**config.mk**
```make
export PLATFORM = sky130hd
export DESIGN_NAME = cache_write_merge_flat
export DESIGN_NICKNAME = d
export VERILOG_FILES = /design/src/rtl/cache_write_merge_pkg.sv /design/src/rtl/cache_write_merge_if.sv /design/src/rtl/cache_write_merge_line_byte_merge.sv /design/src/rtl/cache_write_merge.sv /design/src/flat_wrapper.sv
export SDC_FILE = /design/constraint.sdc
export NUM_CORES = 1
export LEC_CHECK = 0
export ABC_AREA = 1
export BUFFER_PORTS_ARGS = -buffer_cell sky130_fd_sc_hd__buf_2
export CAP_MARGIN = 25
export CORE_ASPECT_RATIO = 2
export CORE_MARGIN = 1
export CORE_UTILIZATION = 57
export CTS_CLUSTER_DIAMETER = 120
export DETAILED_ROUTE_END_ITERATION = 7
export PLACE_DENSITY = 0.91
export SKIP_LAST_GASP = 1
export SLEW_MARGIN = 20
export SYNTH_ARGS = -nofsm -noshare
export SYNTH_HDL_FRONTEND = slang
export SYNTH_SLANG_ARGS = --single-unit
```
**constraint.sdc**
```tcl
create_clock -name clk -period 2.74 [get_ports clk]
set_clock_uncertainty 0.05 [all_clocks]
set_input_delay 0.548 -clock clk [delete_from_list [all_inputs] [get_ports clk]]
set_output_delay 0.548 -clock clk [all_outputs]
set_load 0.02 [all_outputs]
```
**src/rtl/cache_write_merge_pkg.sv**
```systemverilog
// Shared types for the write-combining buffer: FSM states and default-size
// cache line, offset and byte-mask types.
package cache_write_merge_pkg;

    localparam int DEF_WORD_BYTES = 2;
    localparam int DEF_LINE_WORDS = 8;
    localparam int DEF_ADDR_WIDTH = 16;
    localparam int DEF_LINE_BYTES = DEF_WORD_BYTES * DEF_LINE_WORDS;

    typedef enum logic [1:0] {
        IDLE  = 2'd0,
        MERGE = 2'd1,
        DRAIN = 2'd2
    } cwm_state_e;

    typedef logic [8*DEF_LINE_BYTES-1:0]         cache_line_t;
    typedef logic [$clog2(DEF_LINE_BYTES)-1:0]   cache_offset_t;
    typedef logic [DEF_WORD_BYTES-1:0]           cache_wmask_t;
    typedef logic [DEF_LINE_BYTES-1:0]           line_bmask_t;

    // Bit width able to hold v-1, never below one bit.
    function automatic int clog2_min1(input int v);
        return (v <= 2) ? 1 : $clog2(v);
    endfunction

endpackage

```
**src/rtl/cache_write_merge_if.sv**
```systemverilog
// CPU write channel, cache drain channel and status of the write-combining buffer.
interface cache_write_merge_if #(
    parameter int WORD_BYTES = 2,
    parameter int LINE_WORDS = 8,
    parameter int ADDR_WIDTH = 16
);
    localparam int LINE_BYTES = WORD_BYTES * LINE_WORDS;

    logic                    wr_valid;
    logic                    wr_ready;
    logic [ADDR_WIDTH-1:0]   wr_addr;
    logic [8*WORD_BYTES-1:0] wr_data;
    logic [WORD_BYTES-1:0]   wr_wmask;
    logic                    flush;
    logic                    out_valid;
    logic                    out_ready;
    logic [ADDR_WIDTH-1:0]   out_addr;
    logic [8*LINE_BYTES-1:0] out_line;
    logic [LINE_BYTES-1:0]   out_bmask;
    logic                    empty;

    modport master (
        output wr_valid, wr_addr, wr_data, wr_wmask, flush, out_ready,
        input  wr_ready, out_valid, out_addr, out_line, out_bmask, empty
    );

    modport slave (
        input  wr_valid, wr_addr, wr_data, wr_wmask, flush, out_ready,
        output wr_ready, out_valid, out_addr, out_line, out_bmask, empty
    );

endinterface

```
**src/rtl/cache_write_merge_line_byte_merge.sv**
```systemverilog
// Combinational per-byte merge of one byte-masked word into a cache line;
// also reports which line bytes were selected.
module line_byte_merge
    import cache_write_merge_pkg::*;
#(
    parameter int WORD_BYTES = DEF_WORD_BYTES,
    parameter int LINE_WORDS = DEF_LINE_WORDS,
    localparam int LINE_BYTES = WORD_BYTES * LINE_WORDS,
    localparam int IDX_W      = $clog2(LINE_WORDS)
) (
    input  logic [8*LINE_BYTES-1:0] i_line,
    input  logic [IDX_W-1:0]        i_idx,
    input  logic [8*WORD_BYTES-1:0] i_data,
    input  logic [WORD_BYTES-1:0]   i_wmask,
    output logic [8*LINE_BYTES-1:0] o_line,
    output logic [LINE_BYTES-1:0]   o_sel
);

    for (genvar b = 0; b < LINE_BYTES; b++) begin : g_byte
        localparam int WORD = b / WORD_BYTES;
        localparam int LANE = b % WORD_BYTES;

        assign o_sel[b]        = (i_idx == IDX_W'(WORD)) && i_wmask[LANE];
        assign o_line[8*b +: 8] = o_sel[b] ? i_data[8*LANE +: 8] : i_line[8*b +: 8];
    end

endmodule

```
**src/rtl/cache_write_merge.sv**
```systemverilog
// Single-line write-combining buffer: merges byte-masked word writes into one
// line and drains it to the cache on flush, line change or idle timeout.
module cache_write_merge
    import cache_write_merge_pkg::*;
#(
    parameter int WORD_BYTES = DEF_WORD_BYTES,
    parameter int LINE_WORDS = DEF_LINE_WORDS,
    parameter int ADDR_WIDTH = DEF_ADDR_WIDTH,
    parameter int TIMEOUT    = 15
) (
    input logic clk,
    input logic rst,
    cache_write_merge_if.slave bus
);

    localparam int LINE_BYTES = WORD_BYTES * LINE_WORDS;
    localparam int OFF_W      = $clog2(LINE_BYTES);
    localparam int WB_W       = $clog2(WORD_BYTES);
    localparam int IDX_W      = OFF_W - WB_W;
    localparam int TAG_W      = ADDR_WIDTH - OFF_W;
    localparam int TMR_W      = clog2_min1(TIMEOUT + 1);
    localparam int TMO_LAST   = (TIMEOUT > 0) ? TIMEOUT - 1 : 0;
    localparam logic [TMR_W-1:0] TMR_MAX = {TMR_W{1'b1}};

    cwm_state_e              r_state, w_state_nxt;
    logic [8*LINE_BYTES-1:0] r_line,  w_line_nxt;
    logic [LINE_BYTES-1:0]   r_bmask, w_bmask_nxt;
    logic [TAG_W-1:0]        r_tag,   w_tag_nxt;
    logic [TMR_W-1:0]        r_timer, w_timer_nxt;

    logic                    w_wr_ready;
    logic                    w_out_valid;
    logic [TAG_W-1:0]        w_tag;
    logic [IDX_W-1:0]        w_idx;
    logic                    w_tag_hit;
    logic [8*LINE_BYTES-1:0] w_merged;
    logic [LINE_BYTES-1:0]   w_sel;

    assign w_tag     = bus.wr_addr[ADDR_WIDTH-1:OFF_W];
    assign w_idx     = bus.wr_addr[OFF_W-1:WB_W];
    assign w_tag_hit = (w_tag == r_tag);

    if (WB_W > 0) begin : g_lo
        logic w_unused_lo;
        assign w_unused_lo = ^bus.wr_addr[WB_W-1:0];
    end

    line_byte_merge #(
        .WORD_BYTES (WORD_BYTES),
        .LINE_WORDS (LINE_WORDS)
    ) u_merge (
        .i_line  (r_line),
        .i_idx   (w_idx),
        .i_data  (bus.wr_data),
        .i_wmask (bus.wr_wmask),
        .o_line  (w_merged),
        .o_sel   (w_sel)
    );

    always_ff @(posedge clk) begin
        if (rst) r_state <= IDLE;
        else     r_state <= w_state_nxt;
    end

    // A hit write merges even when the same cycle triggers a drain, so its
    // bytes travel with the drained line.
    always_comb begin
        w_state_nxt = r_state;
        w_line_nxt  = r_line;
        w_bmask_nxt = r_bmask;
        w_tag_nxt   = r_tag;
        w_timer_nxt = r_timer;
        w_wr_ready  = 1'b0;
        w_out_valid = 1'b0;
        case (r_state)
            IDLE: begin
                w_wr_ready = 1'b1;
                if (bus.wr_valid && (|bus.wr_wmask)) begin
                    w_tag_nxt   = w_tag;
                    w_line_nxt  = w_merged;
                    w_bmask_nxt = w_sel;
                    w_timer_nxt = '0;
                    w_state_nxt = MERGE;
                end
            end
            MERGE: begin
                w_wr_ready = w_tag_hit;
                if (bus.wr_valid && w_tag_hit) begin
                    w_line_nxt  = w_merged;
                    w_bmask_nxt = r_bmask | w_sel;
                    w_timer_nxt = '0;
                end else if (r_timer != TMR_MAX) begin
                    w_timer_nxt = r_timer + 1'b1;
                end
                if (bus.wr_valid && !w_tag_hit) begin
                    w_state_nxt = DRAIN;
                end else if (bus.flush) begin
                    w_state_nxt = DRAIN;
                end else if ((TIMEOUT != 0) && !bus.wr_valid && (r_timer == TMR_W'(TMO_LAST))) begin
                    w_state_nxt = DRAIN;
                end
            end
            DRAIN: begin
                w_out_valid = 1'b1;
                if (bus.out_ready) begin
                    w_bmask_nxt = '0;
                    w_timer_nxt = '0;
                    w_state_nxt = IDLE;
                end
            end
            default: w_state_nxt = IDLE;
        endcase
    end

    always_ff @(posedge clk) begin
        if (rst) begin
            r_line  <= '0;
            r_bmask <= '0;
            r_tag   <= '0;
            r_timer <= '0;
        end else begin
            r_line  <= w_line_nxt;
            r_bmask <= w_bmask_nxt;
            r_tag   <= w_tag_nxt;
            r_timer <= w_timer_nxt;
        end
    end

    assign bus.wr_ready  = w_wr_ready;
    assign bus.out_valid = w_out_valid;
    assign bus.out_addr  = {r_tag, {OFF_W{1'b0}}};
    assign bus.out_line  = r_line;
    assign bus.out_bmask = r_bmask;
    assign bus.empty     = (r_state == IDLE);

endmodule

```
**src/flat_wrapper.sv**
```systemverilog
// flat-port wrapper written by rule: the top's interface ports become plain ports
module cache_write_merge_flat import cache_write_merge_pkg::*;
#(
    parameter int WORD_BYTES = DEF_WORD_BYTES,
    parameter int LINE_WORDS = DEF_LINE_WORDS,
    parameter int ADDR_WIDTH = DEF_ADDR_WIDTH,
    parameter int TIMEOUT    = 15
)
  (clk, rst, bus_wr_valid, bus_wr_addr, bus_wr_data, bus_wr_wmask, bus_flush, bus_out_ready, bus_wr_ready, bus_out_valid, bus_out_addr, bus_out_line, bus_out_bmask, bus_empty);
  cache_write_merge_if #(.WORD_BYTES(WORD_BYTES), .LINE_WORDS(LINE_WORDS), .ADDR_WIDTH(ADDR_WIDTH)) bus_i ();
  input logic clk;
  input logic rst;
  input wire logic [$bits(bus_i.wr_valid)-1:0] bus_wr_valid;
  input wire logic [$bits(bus_i.wr_addr)-1:0] bus_wr_addr;
  input wire logic [$bits(bus_i.wr_data)-1:0] bus_wr_data;
  input wire logic [$bits(bus_i.wr_wmask)-1:0] bus_wr_wmask;
  input wire logic [$bits(bus_i.flush)-1:0] bus_flush;
  input wire logic [$bits(bus_i.out_ready)-1:0] bus_out_ready;
  output wire logic [$bits(bus_i.wr_ready)-1:0] bus_wr_ready;
  output wire logic [$bits(bus_i.out_valid)-1:0] bus_out_valid;
  output wire logic [$bits(bus_i.out_addr)-1:0] bus_out_addr;
  output wire logic [$bits(bus_i.out_line)-1:0] bus_out_line;
  output wire logic [$bits(bus_i.out_bmask)-1:0] bus_out_bmask;
  output wire logic [$bits(bus_i.empty)-1:0] bus_empty;
  assign bus_i.wr_valid = bus_wr_valid;
  assign bus_i.wr_addr = bus_wr_addr;
  assign bus_i.wr_data = bus_wr_data;
  assign bus_i.wr_wmask = bus_wr_wmask;
  assign bus_i.flush = bus_flush;
  assign bus_i.out_ready = bus_out_ready;
  assign bus_wr_ready = bus_i.wr_ready;
  assign bus_out_valid = bus_i.out_valid;
  assign bus_out_addr = bus_i.out_addr;
  assign bus_out_line = bus_i.out_line;
  assign bus_out_bmask = bus_i.out_bmask;
  assign bus_empty = bus_i.empty;
  cache_write_merge #(.WORD_BYTES(WORD_BYTES), .LINE_WORDS(LINE_WORDS), .ADDR_WIDTH(ADDR_WIDTH), .TIMEOUT(TIMEOUT)) u_core (.clk(clk), .rst(rst), .bus(bus_i));
endmodule
```
Word level (Yosys, flattened, before mapping)
Index checks and enable logic that the tools add are counted.
Storage, ports and cells
  bits in registers: 162
  bits of input ports: 39
  output and inout bits: 163
Cells by class
  add/sub/neg operators: 1
  equal/unequal tests: 17
  muxes and demuxes: 36
  bitwise operators: 1
  reductions and logical operators: 32
Operator list (count)
  128-bit 2-to-1 mux: 2
  128-bit one-hot mux with 2 select lines: 1
  8-bit 2-to-1 mux: 16
  16-bit 2-to-1 mux: 3
  16-bit one-hot mux with 3 select lines: 1
  1-bit logical AND: 20
  4-bit 2-to-1 mux: 4
  16-bit OR: 1
  12-bit == test: 1
  3-bit == test (second input constant): 4
  4-bit one-hot mux with 3 select lines: 1
  2-bit 2-to-1 mux: 5
  4-bit AND reduction: 2
  3-bit by 2-bit == test with 1-bit output (second input constant): 2
  2-bit one-hot mux with 3 select lines: 1
  3-bit AND reduction: 2
  4-bit by 1-bit adder with 4-bit output (second input constant): 1
  4-bit == test (second input constant): 1
  2-bit by 1-bit inequality test with 1-bit output (second input constant): 2
  4-bit by 2-bit inequality test with 1-bit output (second input constant): 1
  4-bit inequality test (second input constant): 1
  3-bit by 1-bit == test with 1-bit output (second input constant): 1
  3-bit logical NOT: 1
  3-bit by 1-bit inequality test with 1-bit output (second input constant): 1
  11 further kinds: 12

Depth between registers and ports, before layout
  word-level depth: 6
  depth in mapped cells: 13

Hierarchy
From an unflattened synthesis, not the netlist that was laid out.
Unflattened totals
  cells, all modules: 1365
  area total of the unflattened synthesis: 9940.8 um2
By module, submodules not included
  cache_write_merge: times used 1, cells an instance 884, area an instance 7646.1 um2, sequential area each 3243.1 um2
  line_byte_merge: times used 1, cells an instance 481, area an instance 2294.7 um2, sequential area each 0.0 um2

Worst setup path before layout
Ideal clock, no wire load.
  path type: input port to output port
  from: input port bus_wr_addr[15]
  to: output port bus_wr_ready
  arrival: 1.484 ns
  data required time: 2.142 ns
  slack: 0.658 ns
  cell stages on the path: 8
  path through: inv_1 nand2_1 nand2_1 nor2_1 nand2_1 nor2_2 nand2_1 o21ai_0
On the way
  word-level cells in the longest chain between the ends: 2
RTL lines
  from (decl): RTL line flat_wrapper.sv:14  | input wire logic [$bits(bus_i.wr_addr)-1:0] bus_wr_addr;
  12-bit == test: RTL line cache_write_merge.sv:41  | assign w_tag_hit = (w_tag == r_tag);
  1-bit one-hot mux with 2 select lines: RTL line cache_write_merge.sv:75  | case (r_state)
  to (decl): RTL line flat_wrapper.sv:19  | output wire logic [$bits(bus_i.wr_ready)-1:0] bus_wr_ready;
Every way passes these cells.

Worst setup path in the final report
  from: register u_core.r_tag[10]
  to: output port bus_wr_ready
On the way
  word-level cells in the longest chain between the ends: 2
RTL lines
  from (decl): RTL line cache_write_merge.sv:28  | logic [TAG_W-1:0] r_tag, w_tag_nxt;
  from (signal assigned): RTL line cache_write_merge.sv:124  | r_tag <= w_tag_nxt;
  12-bit == test: RTL line cache_write_merge.sv:41
  1-bit one-hot mux with 2 select lines: RTL line cache_write_merge.sv:75
Every way passes these cells.

==> impl_metrics.py <==
metrics = {
    "status": {
        "outcome": "completed",
    },
    "clock_tree": {
        "clock_latency_ns": 0.42,
        "cts_buffers": 17,
        "cts_resized": 0,
        "cts_tree": "yes",
        "clockBufferDepth": 2,
        "clockRootBuffer": "clkbuf_16",
        "cts_setup_buffers": 0,
        "htreeDepth": 4,
        "clock-sinks": 162,
        "path_clk_slew_ns": 0.06,
        "cts_hold_buf": 0,
    },
    "routing": {
        "dr.pass1.iters": 6,
        "viasPerCell": 5.66,
        "top_layer": "met4",
        "drc": 0,
        "met2_length_mm": 11.2,
        "wl_met1_mm": 7.87,
        "vias": 7715,
        "wl_mm": 22.0,
        "wl_per_cell_um": 16.1,
        "detailedRoute.firstIterationViolations": 633,
        "met3_length_mm": 1.40,
        "ant_nets": 0,
    },
    "hold_path": {
        "hp-start": "bus_wr_addr[13]",
        "min_path_type": "in2reg",
        "holdPathStages": 3,
    },
    "timing": {
        "fmax_mhz": 414,
        "fin_crit_ns": 2.42,
        "timing.final.crit_share": 0.882,
        "report.final.slew_viol_count": 0,
        "relSlewSlack": 0.507,
        "final.setup.tns_ns": 0,
        "grt_setup_unrepaired": "false",
        "setup_viol_count_final": 0,
        "final_hold_viol_count": 0,
        "setup_slack_ns": 0.324,
        "max_slew.worst_pin.slew_ns": 0.738,
    },
    "global_route": {
        "grt_pass1_wl_mm": 32.9,
        "grt_pass1_vias": 6746,
        "overflow": 0,
        "antenna_found_initial": 0,
        "gr-usage-all-layers": 0.324,
        "grt_max_degree": 99,
    },
    "place": {
        "place_area_sq_um": 8250,
        "numPortBuffers": 196,
        "gp_congestion": 0.887,
        "place_hpwl_mm": 15.0,
        "pre_cts_ws_ns": 0.249,
        "dp.cells": 1330,
    },
    "setup_path": {
        "cp-end-kind": "output pin",
        "r2r_slack_ns": 0.63,
        "critical_path.max_fanout": 3,
        "slowest_delay_ns": 0.35,
        "cp.depth": 9,
        "cp.buffers_inverters": 2,
        "path_class": "reg2out",
        "crit_slowest_cell": "dfxtp_1",
        "required_ns": 2.14,
        "cpLargestDelayFamily": "simple AND/OR/NAND/NOR gates",
        "crit_start": "u_core.r_tag[10]",
        "cpMostUsedCell": "nand2_1",
        "worstPathArrival_ns": 1.82,
        "reg2reg_depth": 13,
        "path_cells": "inv_1 -> nand2_1 -> nand2_1 -> nor2_1 -> nand2_1 -> nor2_2 -> nand2_1 -> o21ai_0 -> buf_2",
        "critPathLaunchType": "flip-flop",
        "r2r-start": "u_core.r_tag[10]",
    },
    "final_layout": {
        "instances_no_fill": 1364,
        "fin_area_sq_um": 8910,
        "drive_gt1_frac": 0.218,
        "register_area_sq_um": 3240,
        "diodes": 0,
        "multi_input_area_sq_um": 3460,
        "fill_cells": 1019,
        "areaGrowthSynthToFinish_pct": 19.9,
        "nets": 1248,
    },
    "power": {
        "ir_drop_mv": 0.912,
        "p_leak_uw": 0.00426,
        "powerDensity_nw_per_um2": 918,
        "power.total_uw": 8180,
    },
    "die": {
        "die_w_um": 82.7,
        "coreArea_sq_um": 12600,
        "boundaryPins": 202,
        "rows": 58,
        "die_area_sq_um": 13500,
        "die-height_um": 163,
        "start_util": 0.588,
    },
    "logic_synthesis": {
        "yosys.area.top_type": "dfxtp_1",
        "netlist_instances": 1047,
        "async_flop_share": 0,
        "synth_warnings": 0,
        "ys.flop_type": "dfxtp_1",
        "synth_top_cell_area_share": 0.437,
        "ys_types": 23,
        "ys_ff_latch": 162,
        "yosysSeqAreaShare": 0.437,
        "synth.top_cells.by_area": "dfxtp_1 (44%), nand2_1 (11%), a21oi_1 (11%), nand3_1 (9.1%), nor2_1 (8.0%)",
        "synth_edf_count": 0,
        "syn_area_sq_um": 7430,
        "synth_common_cells": "nand2_1 (223), dfxtp_1 (162), a21oi_1 (158), nor2_1 (158), nand3_1 (135)",
        "syn_area_per_cell_sq_um": 7.09,
        "yosysMostFrequentCell": "nand2_1",
    },
    "run": {
        "cap_violations": 0,
    },
}
-- state kept, by name, summed over array words and instances, names as in the netlist --
signal                flops
u_core.r_timer            4
u_core.r_state            2
u_core.bus.out_bmask     16
u_core.bus.out_line     128
u_core.r_tag             12
-- path summary, 6_finish.rpt --
path / to
max: bus_wr_ready
min reg2reg: u_core.bus.out_line[118]
max reg2reg: u_core.bus.out_line[105]
min: u_core.r_tag[9]
-- cell usage in the layout (no fill, tap or decap) --
master / synthesis / layout
nand4_1: 34 / 34
buf_12: 1 / 5
inv_1: 53 / 52
buf_4: 30 / 12
nand3_2: 1 / 1
buf_6: 12 / 1
ha_1: 7 / 7
or2_1: 1 / 1
inv_4: 1 / 2
nor2_4: 3 / 3
clkbuf_8: 0 / 4
inv_6: 0 / 3
xnor2_1: 5 / 5
nand3_1: 135 / 135
conb_1: 1 / 4
dfxtp_1: 162 / 162
bufinv_16: 0 / 3
nor2_2: 8 / 11
nor2_1: 158 / 155
nand2_4: 0 / 1
xor2_1: 1 / 1
nand2_2: 2 / 2
o21ai_0: 13 / 13
a21oi_1: 158 / 158
nand2_1: 223 / 222
clkbuf_16: 0 / 17
buf_2: 19 / 196
clkinv_4: 0 / 1
clkinvlp_4: 0 / 3
-- cell type report --
class | count | share of cell area
Clock inverter | 10 | 0.0166
Sequential cell | 162 | 0.364
Multi-Input combinational cell | 753 | 0.388
Timing Repair Buffer | 214 | 0.133
Inverter | 54 | 0.0233
Tap cell | 150 | 0.0211
Clock buffer | 21 | 0.0539
-- metal layers --
| metal | GRT usage | up-vias |
|---|---|---|
| met5 | 0 | - |
| met4 | 0.235 | 0 |
| met3 | 0.0648 | 96 |
| met2 | 0.545 | 405 |
| met1 | 0.347 | 3481 |
| li1 | - | 3733 |
-- stage by stage --
step	utilization	hold WS, ns
after global routing	0.705	0.411
after global placement	0.652	0.404
after detailed placement	0.653	0.412
final	0.705	0.387
after floorplan	-	0.453
after CTS	0.703	0.378
-- worst register-to-register path, stage by stage, from the launching register on --
cell and delay (ns):
dfxtp_1 0.35, inv_1 0.06, nand2_1 0.05, nand2_1 0.06, nor2_1 0.08, nand2_1 0.09, nor2_2 0.20, nand4_1 0.16
nand2_4 0.13, buf_12 0.24, buf_12 0.25, nand3_1 0.11, nand2_1 0.10, nor2_1 0.07
-- where the power goes --
| group | switching, uW | leakage, uW | total [uW] | internal, uW |
|---|---|---|---|---|
| combinational | 2100 | 0.00265 | 2920 | 819 |
| sequential | 168 | 0.00131 | 2740 | 2570 |
| clock | 977 | 0.000299 | 2510 | 1540 |
| total | 3250 | 0.00426 | 8180 | 4930 |
-- cell families after synthesis --
family	Yosys count	share of synthesized area
DFF	162	0.437
xor gates and xnor gates	6	0.00708
other	1	0.000505
AOI/OAI and AO/OA	171	0.115
adders and majority gates	7	0.0118
buffers and inverters	135	0.101
and+or+nand+nor	565	0.327
Note: power is estimated with default switching activity, not from simulation.
